[config.mk]
export PLATFORM = sky130hd
export DESIGN_NAME = uart_rx_deserializer_flat
export DESIGN_NICKNAME = d
export VERILOG_FILES = /design/src/rtl/uart_rx_deserializer_if.sv /design/src/rtl/uart_rx_deserializer.sv /design/src/flat_wrapper.sv
export SDC_FILE = /design/constraint.sdc
export NUM_CORES = 1
export LEC_CHECK = 0
export ABC_AREA = 1
export BUFFER_PORTS_ARGS = -buffer_cell sky130_fd_sc_hd__buf_2
export CAP_MARGIN = 5
export CORE_UTILIZATION = 36
export CTS_CLUSTER_DIAMETER = 100
export DETAILED_ROUTE_END_ITERATION = 10
export HOLD_SLACK_MARGIN = 0.02
export PLACE_DENSITY = 0.6
export SLEW_MARGIN = 20
export SYNTH_ARGS = -nofsm -noshare
export SYNTH_HDL_FRONTEND = slang
export SYNTH_SLANG_ARGS = --single-unit
[constraint.sdc]
create_clock -name clk -period 2.2 [get_ports clk]
set_clock_uncertainty 0.15 [all_clocks]
set_input_delay 0.11 -clock clk [delete_from_list [all_inputs] [get_ports clk]]
set_output_delay 0.11 -clock clk [all_outputs]
set_load 0.02 [all_outputs]
[src/rtl/uart_rx_deserializer_if.sv]
// UART receiver signal bundle: serial input plus enable from the loading
// controller side, delivered byte / counter / status back to it.
interface uart_rx_deserializer_if;
    logic       rxd;
    logic       rx_enable;
    logic [7:0] rhr_data;
    logic [7:0] rx_data_ready;
    logic       rx_valid;
    logic       frame_err;
    logic       parity_err;
    logic       busy;

    // Master drives the line and the enable, and consumes the results.
    modport master (
        output rxd,
        output rx_enable,
        input  rhr_data,
        input  rx_data_ready,
        input  rx_valid,
        input  frame_err,
        input  parity_err,
        input  busy
    );

    // Slave is the receiver itself.
    modport slave (
        input  rxd,
        input  rx_enable,
        output rhr_data,
        output rx_data_ready,
        output rx_valid,
        output frame_err,
        output parity_err,
        output busy
    );
endinterface

[src/rtl/uart_rx_deserializer.sv]
// Serial-to-parallel UART receiver (8N1, or 8E1 when UART_RX_PARITY_EN is
// defined). Samples each bit at mid-bit using a single bit timer, validates
// start/stop (and parity), and publishes good bytes with a free-running
// 8-bit delivery counter that the downstream controller polls.
module uart_rx_deserializer #(
    parameter int unsigned CLKS_PER_BIT = 868
) (
    input  logic                    clk,
    input  logic                    reset,
    uart_rx_deserializer_if.slave   rx_if
);

    localparam int unsigned H    = CLKS_PER_BIT / 2;
    localparam int unsigned CntW = $clog2(CLKS_PER_BIT);

    localparam logic [CntW-1:0] HalfLast = CntW'(H - 1);
    localparam logic [CntW-1:0] BitLast  = CntW'(CLKS_PER_BIT - 1);

    typedef enum logic [2:0] {
        StIdle,
        StStart,
        StData,
        StParity,
        StStop,
        StWaitIdle
    } state_e;

    // Synchronizer and sampled line.
    logic r_sync1;
    logic r_sync2;
    logic w_rs;

    // Frame state.
    state_e          r_state;
    logic [CntW-1:0] r_cnt;
    logic [2:0]      r_bit_idx;
    logic [7:0]      r_shift;

    // Registered outputs.
    logic [7:0] r_rhr_data;
    logic [7:0] r_rx_data_ready;
    logic       r_rx_valid;
    logic       r_frame_err;
    logic       r_busy;

    logic w_half_end;
    logic w_bit_end;

`ifdef UART_RX_PARITY_EN
    logic r_par_bit;
    logic r_parity_err;
    logic w_par_ok;

    // Even parity: data bits plus the parity bit must XOR to zero.
    assign w_par_ok = ~(^{r_shift, r_par_bit});
`endif

    assign w_rs       = r_sync2;
    assign w_half_end = (r_cnt == HalfLast);
    assign w_bit_end  = (r_cnt == BitLast);

    // Two-flop synchronizer for the asynchronous line; resets to idle-high.
    always_ff @(posedge clk or posedge reset) begin
        if (reset) begin
            r_sync1 <= 1'b1;
            r_sync2 <= 1'b1;
        end else begin
            r_sync1 <= rx_if.rxd;
            r_sync2 <= r_sync1;
        end
    end

    // Frame FSM with bit timer, shift register and registered outputs.
    always_ff @(posedge clk or posedge reset) begin
        if (reset) begin
            r_state         <= StIdle;
            r_cnt           <= '0;
            r_bit_idx       <= '0;
            r_shift         <= '0;
            r_rhr_data      <= '0;
            r_rx_data_ready <= '0;
            r_rx_valid      <= 1'b0;
            r_frame_err     <= 1'b0;
            r_busy          <= 1'b0;
`ifdef UART_RX_PARITY_EN
            r_par_bit       <= 1'b0;
            r_parity_err    <= 1'b0;
`endif
        end else begin
            // Pulses default low; busy lags the state by one cycle.
            r_rx_valid  <= 1'b0;
            r_frame_err <= 1'b0;
            r_busy      <= (r_state != StIdle);
            r_cnt       <= r_cnt + CntW'(1);
`ifdef UART_RX_PARITY_EN
            r_parity_err <= 1'b0;
`endif

            unique case (r_state)
                StIdle: begin
                    r_cnt <= '0;
                    if (!w_rs) begin
                        r_state <= StStart;
                    end
                end

                StStart: begin
                    if (w_half_end) begin
                        r_cnt <= '0;
                        if (!w_rs) begin
                            r_state   <= StData;
                            r_bit_idx <= '0;
                        end else begin
                            // Start bit gone by mid-bit: treat as a glitch.
                            r_state <= StIdle;
                        end
                    end
                end

                StData: begin
                    if (w_bit_end) begin
                        r_cnt     <= '0;
                        r_shift   <= {w_rs, r_shift[7:1]};
                        r_bit_idx <= r_bit_idx + 3'd1;
                        if (r_bit_idx == 3'd7) begin
`ifdef UART_RX_PARITY_EN
                            r_state <= StParity;
`else
                            r_state <= StStop;
`endif
                        end
                    end
                end

`ifdef UART_RX_PARITY_EN
                StParity: begin
                    if (w_bit_end) begin
                        r_cnt     <= '0;
                        r_par_bit <= w_rs;
                        r_state   <= StStop;
                    end
                end
`endif

                StStop: begin
                    if (w_bit_end) begin
                        r_cnt <= '0;
                        if (!w_rs) begin
                            // Framing error wins over parity; byte discarded.
                            r_frame_err <= 1'b1;
                            r_state     <= StWaitIdle;
`ifdef UART_RX_PARITY_EN
                        end else if (!w_par_ok) begin
                            r_parity_err <= 1'b1;
                            r_state      <= StIdle;
`endif
                        end else begin
                            // Return at stop mid-bit so the next start edge is
                            // caught with no dead time.
                            r_state <= StIdle;
                            if (rx_if.rx_enable) begin
                                r_rhr_data      <= r_shift;
                                r_rx_data_ready <= r_rx_data_ready + 8'd1;
                                r_rx_valid      <= 1'b1;
                            end
                        end
                    end
                end

                StWaitIdle: begin
                    // Hold off until the line releases so a break cannot
                    // masquerade as a stream of frames.
                    r_cnt <= '0;
                    if (w_rs) begin
                        r_state <= StIdle;
                    end
                end

                default: begin
                    r_cnt   <= '0;
                    r_state <= StIdle;
                end
            endcase
        end
    end

    assign rx_if.rhr_data      = r_rhr_data;
    assign rx_if.rx_data_ready = r_rx_data_ready;
    assign rx_if.rx_valid      = r_rx_valid;
    assign rx_if.frame_err     = r_frame_err;
    assign rx_if.busy          = r_busy;
`ifdef UART_RX_PARITY_EN
    assign rx_if.parity_err    = r_parity_err;
`else
    assign rx_if.parity_err    = 1'b0;
`endif

endmodule

[src/flat_wrapper.sv]
// flat-port wrapper written by rule: the top's interface ports become plain ports
module uart_rx_deserializer_flat 
#(
    parameter int unsigned CLKS_PER_BIT = 868
)
  (clk, reset, rx_if_rxd, rx_if_rx_enable, rx_if_rhr_data, rx_if_rx_data_ready, rx_if_rx_valid, rx_if_frame_err, rx_if_parity_err, rx_if_busy);
  uart_rx_deserializer_if rx_if_i ();
  input  logic clk;
  input  logic reset;
  input wire logic [$bits(rx_if_i.rxd)-1:0] rx_if_rxd;
  input wire logic [$bits(rx_if_i.rx_enable)-1:0] rx_if_rx_enable;
  output wire logic [$bits(rx_if_i.rhr_data)-1:0] rx_if_rhr_data;
  output wire logic [$bits(rx_if_i.rx_data_ready)-1:0] rx_if_rx_data_ready;
  output wire logic [$bits(rx_if_i.rx_valid)-1:0] rx_if_rx_valid;
  output wire logic [$bits(rx_if_i.frame_err)-1:0] rx_if_frame_err;
  output wire logic [$bits(rx_if_i.parity_err)-1:0] rx_if_parity_err;
  output wire logic [$bits(rx_if_i.busy)-1:0] rx_if_busy;
  assign rx_if_i.rxd = rx_if_rxd;
  assign rx_if_i.rx_enable = rx_if_rx_enable;
  assign rx_if_rhr_data = rx_if_i.rhr_data;
  assign rx_if_rx_data_ready = rx_if_i.rx_data_ready;
  assign rx_if_rx_valid = rx_if_i.rx_valid;
  assign rx_if_frame_err = rx_if_i.frame_err;
  assign rx_if_parity_err = rx_if_i.parity_err;
  assign rx_if_busy = rx_if_i.busy;
  uart_rx_deserializer #(.CLKS_PER_BIT(CLKS_PER_BIT)) u_core (.clk(clk), .reset(reset), .rx_if(rx_if_i));
endmodule
==> metrics.txt, run 1 <==
Routed Antenna Nets=0; Max Slew Vio Count=0; Synth Area per Inst=8.67 µm²; Slew Limit Headroom=63.6%; first-pass GRT wire length=7.04 mm; most common cell after layout, fill and taps aside=nand2_1; vias in the first global route=1563; worst vdd ir=approximately 0.0004 V; Remaining DRCs=0; Detailed Route WL=a little over 4 mm; chip height=81.1 µm; syn nets=approximately 270; Max clock buf depth=2; fin nets=300; clk_lat worst skew=~0.31 ns; Fmax achieved=558 MHz; GRT overflow=0; final hold violations=0; H-tree levels=2; initial antenna violation count=0; gpl congestion=between 0.8 and 0.9; sequential fraction of the synthesis area=50.1%; flop-to-flop setup slack=0.41 ns; Critical Path Fanout Max=6; P_leak=1.41 nW; status=complete, no violations; final setup vio count=0; die area=6580 µm²; FF+latch count, synth=45; FP Rows=28; critical path class=reg2reg; Synth Cell Area=2250 µm²; input/output buffers=22; power per cell area=619 nW/µm²; via count=~1700; yosys warns=0; Starting Density=37.6%; Worst setup EP type=register; Post-DP Area=2450 µm²; Filler cells=~590; number of post-CTS setup repair buffers=0; clk slew on worst S/H paths=0.08 ns; largest net degree at the start of global routing=46; clock buffer count from CTS=5; TNS Setup=0 ns; CTS root buffer=clkbuf_8; crit start category=register; RSZ-0062 raised after global routing=false; CTS tree=built; crit path max-delay cell type=dfrtp_1; drt first-iter violations=102; Die Span X=81.1 µm; core box area=5990 µm²; layout cells sized above 1=around a fifth; drt first pass iters=4; Least-Margin Pin Slew=roughly 0.55 ns; dpl ws=0.417 ns; final setup margin=0.408 ns; Netlist cell types=30; overall routing resource usage=14.2%; final instance area=2610 µm²; most used cell, CP=nand2_1; Via density=4.56; Final min period=~1.8 ns; WL per Instance=11.2 µm; WHS=slightly above 0.1 ns; most frequent cells in the layout=75 x nand2_1, 43 x dfrtp_1, 35 x inv_1; CP cell instances=ha_1, nand2_1, nor2_4, nand3_4, nand2_1, nand2_1, and3_1; count of cells resized by post-cts repair=0; I/O pin total=24; slowest stage delay, CP=~0.40 ns; Max-Cap Viols=0; worst hold path type=in2reg; synthesis-to-layout area growth=15.9%; final period utilization=81.5%; antenna cells=0; CP Data Required Time=roughly 2.3 ns; post-DP HPWL=2.98 mm; cells after synthesis=260; Clock Sinks=45; CP arrival=~1.8 ns; Pwr Total=0.00162 W
[power by group]
group          internal (W)  switching, W  total [W]
combinational    0.00000582     0.0000202  0.0000261
clock              0.000457      0.000303   0.000760
sequential         0.000830    0.00000215   0.000832
total               0.00129      0.000325    0.00162
[worst max-delay path: cells and delay by family (launching register included)]
kind / cells / cell delay, ns
simple gates: 6 / 0.90
fa+ha+maj: 1 / 0.24
flops: 1 / 0.40
[cell type report]
| cell class | count | area [µm²] | share of cell area, % |
|---|---|---|---|
| sequential | 45 | 1130 | 43.2 |
| inverter | 39 | 149 | 5.70 |
| clock inverter | 3 | 68.8 | 2.63 |
| clock buffer | 5 | 68.8 | 2.63 |
| timing repair buffer | 27 | 153 | 5.84 |
| multi-input combinational | 173 | 951 | 36.4 |
| tap | 75 | 93.8 | 3.59 |
[sequential cells by signal, indices dropped and copies added (netlist names)]
register / cells
u_core.rx_if.frame_err: 1
u_core.r_sync1: 1
u_core.rx_if.busy: 1
u_core.r_cnt: 10
u_core.r_sync2: 1
u_core.rx_if.rx_valid: 1
u_core.r_state: 3
u_core.rx_if.rhr_data: 8
u_core.r_shift: 8
u_core.r_bit_idx: 3
u_core.rx_if.rx_data_ready: 8
[kinds of logic after synthesis]
kind of cell | synth area share, %
compound gates | 7.60
xor+xnor | 3.50
fa+ha+maj | 2.77
buf+inv | 7.77
flops | 50.1
mux | 0.444
other cells | 0.166
simple gates | 27.7
[synth_stat cells]
library cell	number	area share, %
nand3_4	1	0.78
ha_1	5	2.8
o211a_1	1	0.44
inv_1	36	6.0
xor2_1	7	2.7
buf_6	1	0.50
or2_2	1	0.28
nand4_1	5	1.4
nand3_1	16	3.6
inv_2	2	0.33
nand2_1	75	12
conb_1	1	0.17
mux2i_1	1	0.44
inv_4	1	0.28
nor2_1	15	2.5
nand2_2	3	0.83
dfstp_2	2	2.3
a21oi_1	7	1.6
dfrtp_1	43	48
nor3_1	3	0.67
buf_4	2	0.67
nor2_2	1	0.28
and3_1	1	0.28
o21ai_0	13	2.9
o21ai_2	7	2.7
nor2_8	2	1.8
and3b_1	1	0.39
xnor2_1	2	0.78
nor2_4	3	1.5
nand2_4	2	1.0
[routing by layer]
| metal | GRT usage [%] | wire [µm] | vias up |
|---|---|---|---|
| met4 | 5.36 | 76 | 0 |
| met2 | 21.0 | 1840 | 18 |
| met5 | 0 | 0 | - |
| met3 | 4.04 | 107 | 7 |
| li1 | - | - | 870 |
| met1 | 19.6 | 2080 | 779 |
[stage by stage]
step	cells	util (%)
after global routing	367	43.6
after floorplan	260	-
after detailed placement	357	41.0
final	367	43.6
after global placement	357	41.0
after CTS	367	43.6
[repair_timing]
| item | in CTS | in global routing |
|---|---|---|
| endpoints found under the hold margin | 44 | 0 |
| endpoints found under the setup margin | 0 | 0 |
| hold buffers | 2 | 0 |
[final timing paths]
kind                            startpoint                            end  cells past startpoint
max in group asynchronous            reset  u_core.rx_if.rx_data_ready[0]                      4
min                        rx_if_rx_enable  u_core.rx_if.rx_data_ready[7]                      5
min reg2reg                 u_core.r_sync1                 u_core.r_sync2                      0
max                        u_core.r_cnt[0]                u_core.r_cnt[2]                      7
min in group asynchronous            reset            u_core.r_bit_idx[0]                      4
max reg2reg                u_core.r_cnt[0]                u_core.r_cnt[2]                      7
Note: power is estimated with default switching activity, not from simulation.
==> run 2, diff against run 1 <==
- ABC_AREA: 1 -> 0
- PLACE_DENSITY: 0.6 -> 0.61
- clock period: 2.2 -> 1.79 ns (I/O delays scaled with it)
==> run 2 against run 1 <==
Net effect:
- the run now ends with setup timing left
- critical endpoint is now u_core.r_shift[2]
- power grew 4.6%
- sequential share of layout area fell by 2.3 points
- fmax is 16% lower
- largest cell class unchanged
==> metrics.txt, run 2 <==
Routed Antenna Nets=0 (unchanged); Synth Area in Adders=3.11% (+0.34 points); drt first pass iters=4 (unchanged); WL per Instance=14.9 µm (+33%); chip height=76.7 µm (-5.4%); Remaining DRCs=0 (unchanged); overall routing resource usage=15.1% (+0.92 points); max reg flops=10 (unchanged); Fmax achieved=471 MHz (-16%); Compound-Gate Fraction of Synth Area=4.23% (-3.4 points); max layer used=met4; Detailed Route WL=4.37 mm (+6.4%); Clock Sinks=45 (unchanged); M1 WL=1.96 mm (-5.5%); Non-Filler Instances=293 (-20%); post-DP HPWL=2.82 mm (-5.3%); top cells by count, synth=43 x dfrtp_1, 16 x mux2_2, 10 x nor3_1; via count=1464 (-13%); most frequent cells in the layout=43 x dfrtp_1, 27 x buf_4, 22 x buf_2; die area=5890 µm² (-11%); Max-Cap Viols=0 (unchanged); Synth Area per Inst=12.6 µm² (+45%); first-pass GRT wire length=7.02 mm (-0.28%); Post-Synth Simple-Gate Area=17.5% (-10 points); Max Slew Vio Count=0 (unchanged); Max clock buf depth=2 (unchanged); Via density=5.00 (+9.5%); Yosys top cell area share=53.5% (+5.8 points); drt first-iter violations=82 (-20%); crit path max-delay cell type=or3_4; Biggest register=u_core.r_cnt; Slew Limit Headroom=66.4% (+2.8 points); sequential cell area=1130 µm² (unchanged); synth top area cells=dfrtp_1 54%, mux2_2 9.0%, xnor2_1 3.9%; cells after synthesis=160 (-38%); Critical Path Fanout Max=3 (-3); WHS=0.147 ns (+0.0439 ns); largest family of logic cells by synthesized area=simple AND/OR/NAND/NOR gates; CTS root buffer=clkbuf_8; Die Span X=76.7 µm (-5.4%); Least-Margin Pin Slew=0.502 ns (-0.0444 ns); GRT overflow=0 (unchanged); P_leak=1.32 nW (-6.1%); predominant post-synthesis flop cell=dfrtp_1; final hold violations=0 (unchanged); most common cell after layout, fill and taps aside=dfrtp_1; crit start category=register; gpl congestion=0.848 (+3.2%); post-synthesis async set-or-reset flop share=100% (unchanged); Starting Density=38.4% (+0.75 points); initial antenna violation count=0 (unchanged); worst vdd ir=0.000305 V (-24%); vias in the first global route=1508 (-3.5%); slowest stage delay, CP=0.41 ns (about the same); core box area=5240 µm² (-13%); CP cell instances=or3b_4, or3_4, or3_4, mux2_4; TNS Setup=-9.00 ns (-9.00 ns); critical path class=reg2reg; final setup vio count=39 (+39); Routed met3 length=155 µm (+45%); Worst setup EP type=register; Synth Area in XOR/XNOR=6.53% (+3.0 points); DR WL met2=2.15 mm (+17%); clk slew on worst S/H paths=0.09 ns (about the same); CP arrival=2.16 ns (+0.32 ns); status=finished with violations; layout cells sized above 1=46.2% (+26 points); sequential fraction of the synthesis area=56.1% (+6.1 points); clock buffer count from CTS=5 (unchanged); failing checks=setup timing; input/output buffers=22 (unchanged); Synth area leader=dfrtp_1; footprint of the multi-input gates=976 µm² (+2.6%); Synth Cell Area=2010 µm² (-11%); antenna cells=0 (unchanged); final setup margin=-0.334 ns (-0.742 ns); syn nets=169 (-37%); H-tree levels=2 (unchanged); Netlist cell types=37 (+23%); fin nets=231 (-23%); Filler cells=443 (-24%); most used cell, CP=or3_4; Final min period=2.12 ns (+0.332 ns); Post-synth EDFFs=0 (unchanged); clk_lat worst skew=0.30 ns (about the same); power per cell area=613 nW/µm² (-0.96%); yosys warns=0 (unchanged); top-count cell post-synth=dfrtp_1; FP Rows=26 (-7.1%); placed cells=272 (-24%); largest net degree at the start of global routing=35 (-24%); FF+latch count, synth=45 (unchanged); CTS tree=built; final period utilization=119% (+37 points); synthesis-to-layout area growth=37.2%; I/O pin total=24 (unchanged); worst hold path type=in2async; CP Data Required Time=1.82 ns (-0.43 ns); RSZ-0062 raised after global routing=true; post-synthesis mux area share=10.5% (+10 points)
[run 2: changes by cell type in the layout (fill, tap and decap cells not counted), sizes merged, moves of 3 or more]
cell / before / now
nand2: 80 / 7
and4: 0 / 3
nor4: 0 / 3
inv: 39 / 2
mux2: 0 / 18
buf: 25 / 56
xnor2: 2 / 9
or3: 0 / 4
clkinvlp: 0 / 3
nand3: 17 / 4
nor3: 3 / 11
nor2: 21 / 6
o21ai: 20 / 2
[run 2: cell families after synthesis]
group | after synthesis
xor+xnor | 15
fa+ha+maj | 5
mux | 18
buf+inv | 8
simple gates | 55
other cells | 1
compound gates | 13
flops | 45
[run 2: layout make-up]
type | count | area share, %
clock inverter | 3 | 0.816
timing repair buffer | 60 | 16.8
multi-input combinational | 107 | 35.4
inverter | 3 | 0.408
tap | 70 | 3.17
clock buffer | 5 | 2.49
sequential | 45 | 40.9
[run 2: final timing paths]
path                       cells after the start                 to  slack (ns)       startpoint
min in group clk                               0     u_core.r_sync2        0.21   u_core.r_sync1
hold / removal                                 3    u_core.r_cnt[2]        0.15            reset
setup / recovery                               4  u_core.r_shift[2]       -0.33  u_core.r_cnt[2]
max in group asynchronous                      4     u_core.r_sync2        0.77            reset
hold reg to reg                                0     u_core.r_sync2        0.21   u_core.r_sync1
setup reg to reg                               4  u_core.r_shift[2]       -0.33  u_core.r_cnt[2]
[run 2: critical path, delay by kind of cell (launching register included)]
kind          cells  cell delay, ns
simple gates      3            1.17
flops             1            0.39
mux               1            0.30
[run 2: where the power goes]
group | internal [W] | leakage [nW] | switching [W] | total (W)
logic | 0.0000140 | 0.683 | 0.0000284 | 0.0000424
registers | 0.00102 | 0.602 | 0.000000834 | 0.00102
clock network | 0.000274 | 0.0364 | 0.000355 | 0.000629
total | 0.00131 | 1.32 | 0.000385 | 0.00169
[run 2: per-stage QoR]
stage	util, %	cell area, µm²	power, W	worst slack (ns)
2_1_floorplan	-	2050	0.00106	-0.454
3_3_place_gp	46.4	2430	0.00108	-0.388
3_5_place_dp	46.4	2430	0.00108	-0.463
4_1_cts	50.3	2640	0.00171	-0.371
5_1_grt	52.7	2760	0.00177	-0.379
6_report	52.7	2760	0.00169	-0.334
[run 2: layer usage]
| metal | vias up | track usage, % |
|---|---|---|
| met4 | 0 | 5.77 |
| met5 | - | 0 |
| met2 | 30 | 24.1 |
| met1 | 724 | 19.8 |
| li1 | 698 | - |
| met3 | 12 | 3.81 |
[run 2: timing repair]
action / 4_1_cts / 5_1_grt
setup buffers: 2 / 6
hold buffers: 3 / 0
endpoints found under the setup margin: 42 / 42
gates cloned: 0 / 2
gates resized for setup: 19 / 10
pin swaps: 5 / 7
endpoints found under the hold margin: 46 / 0
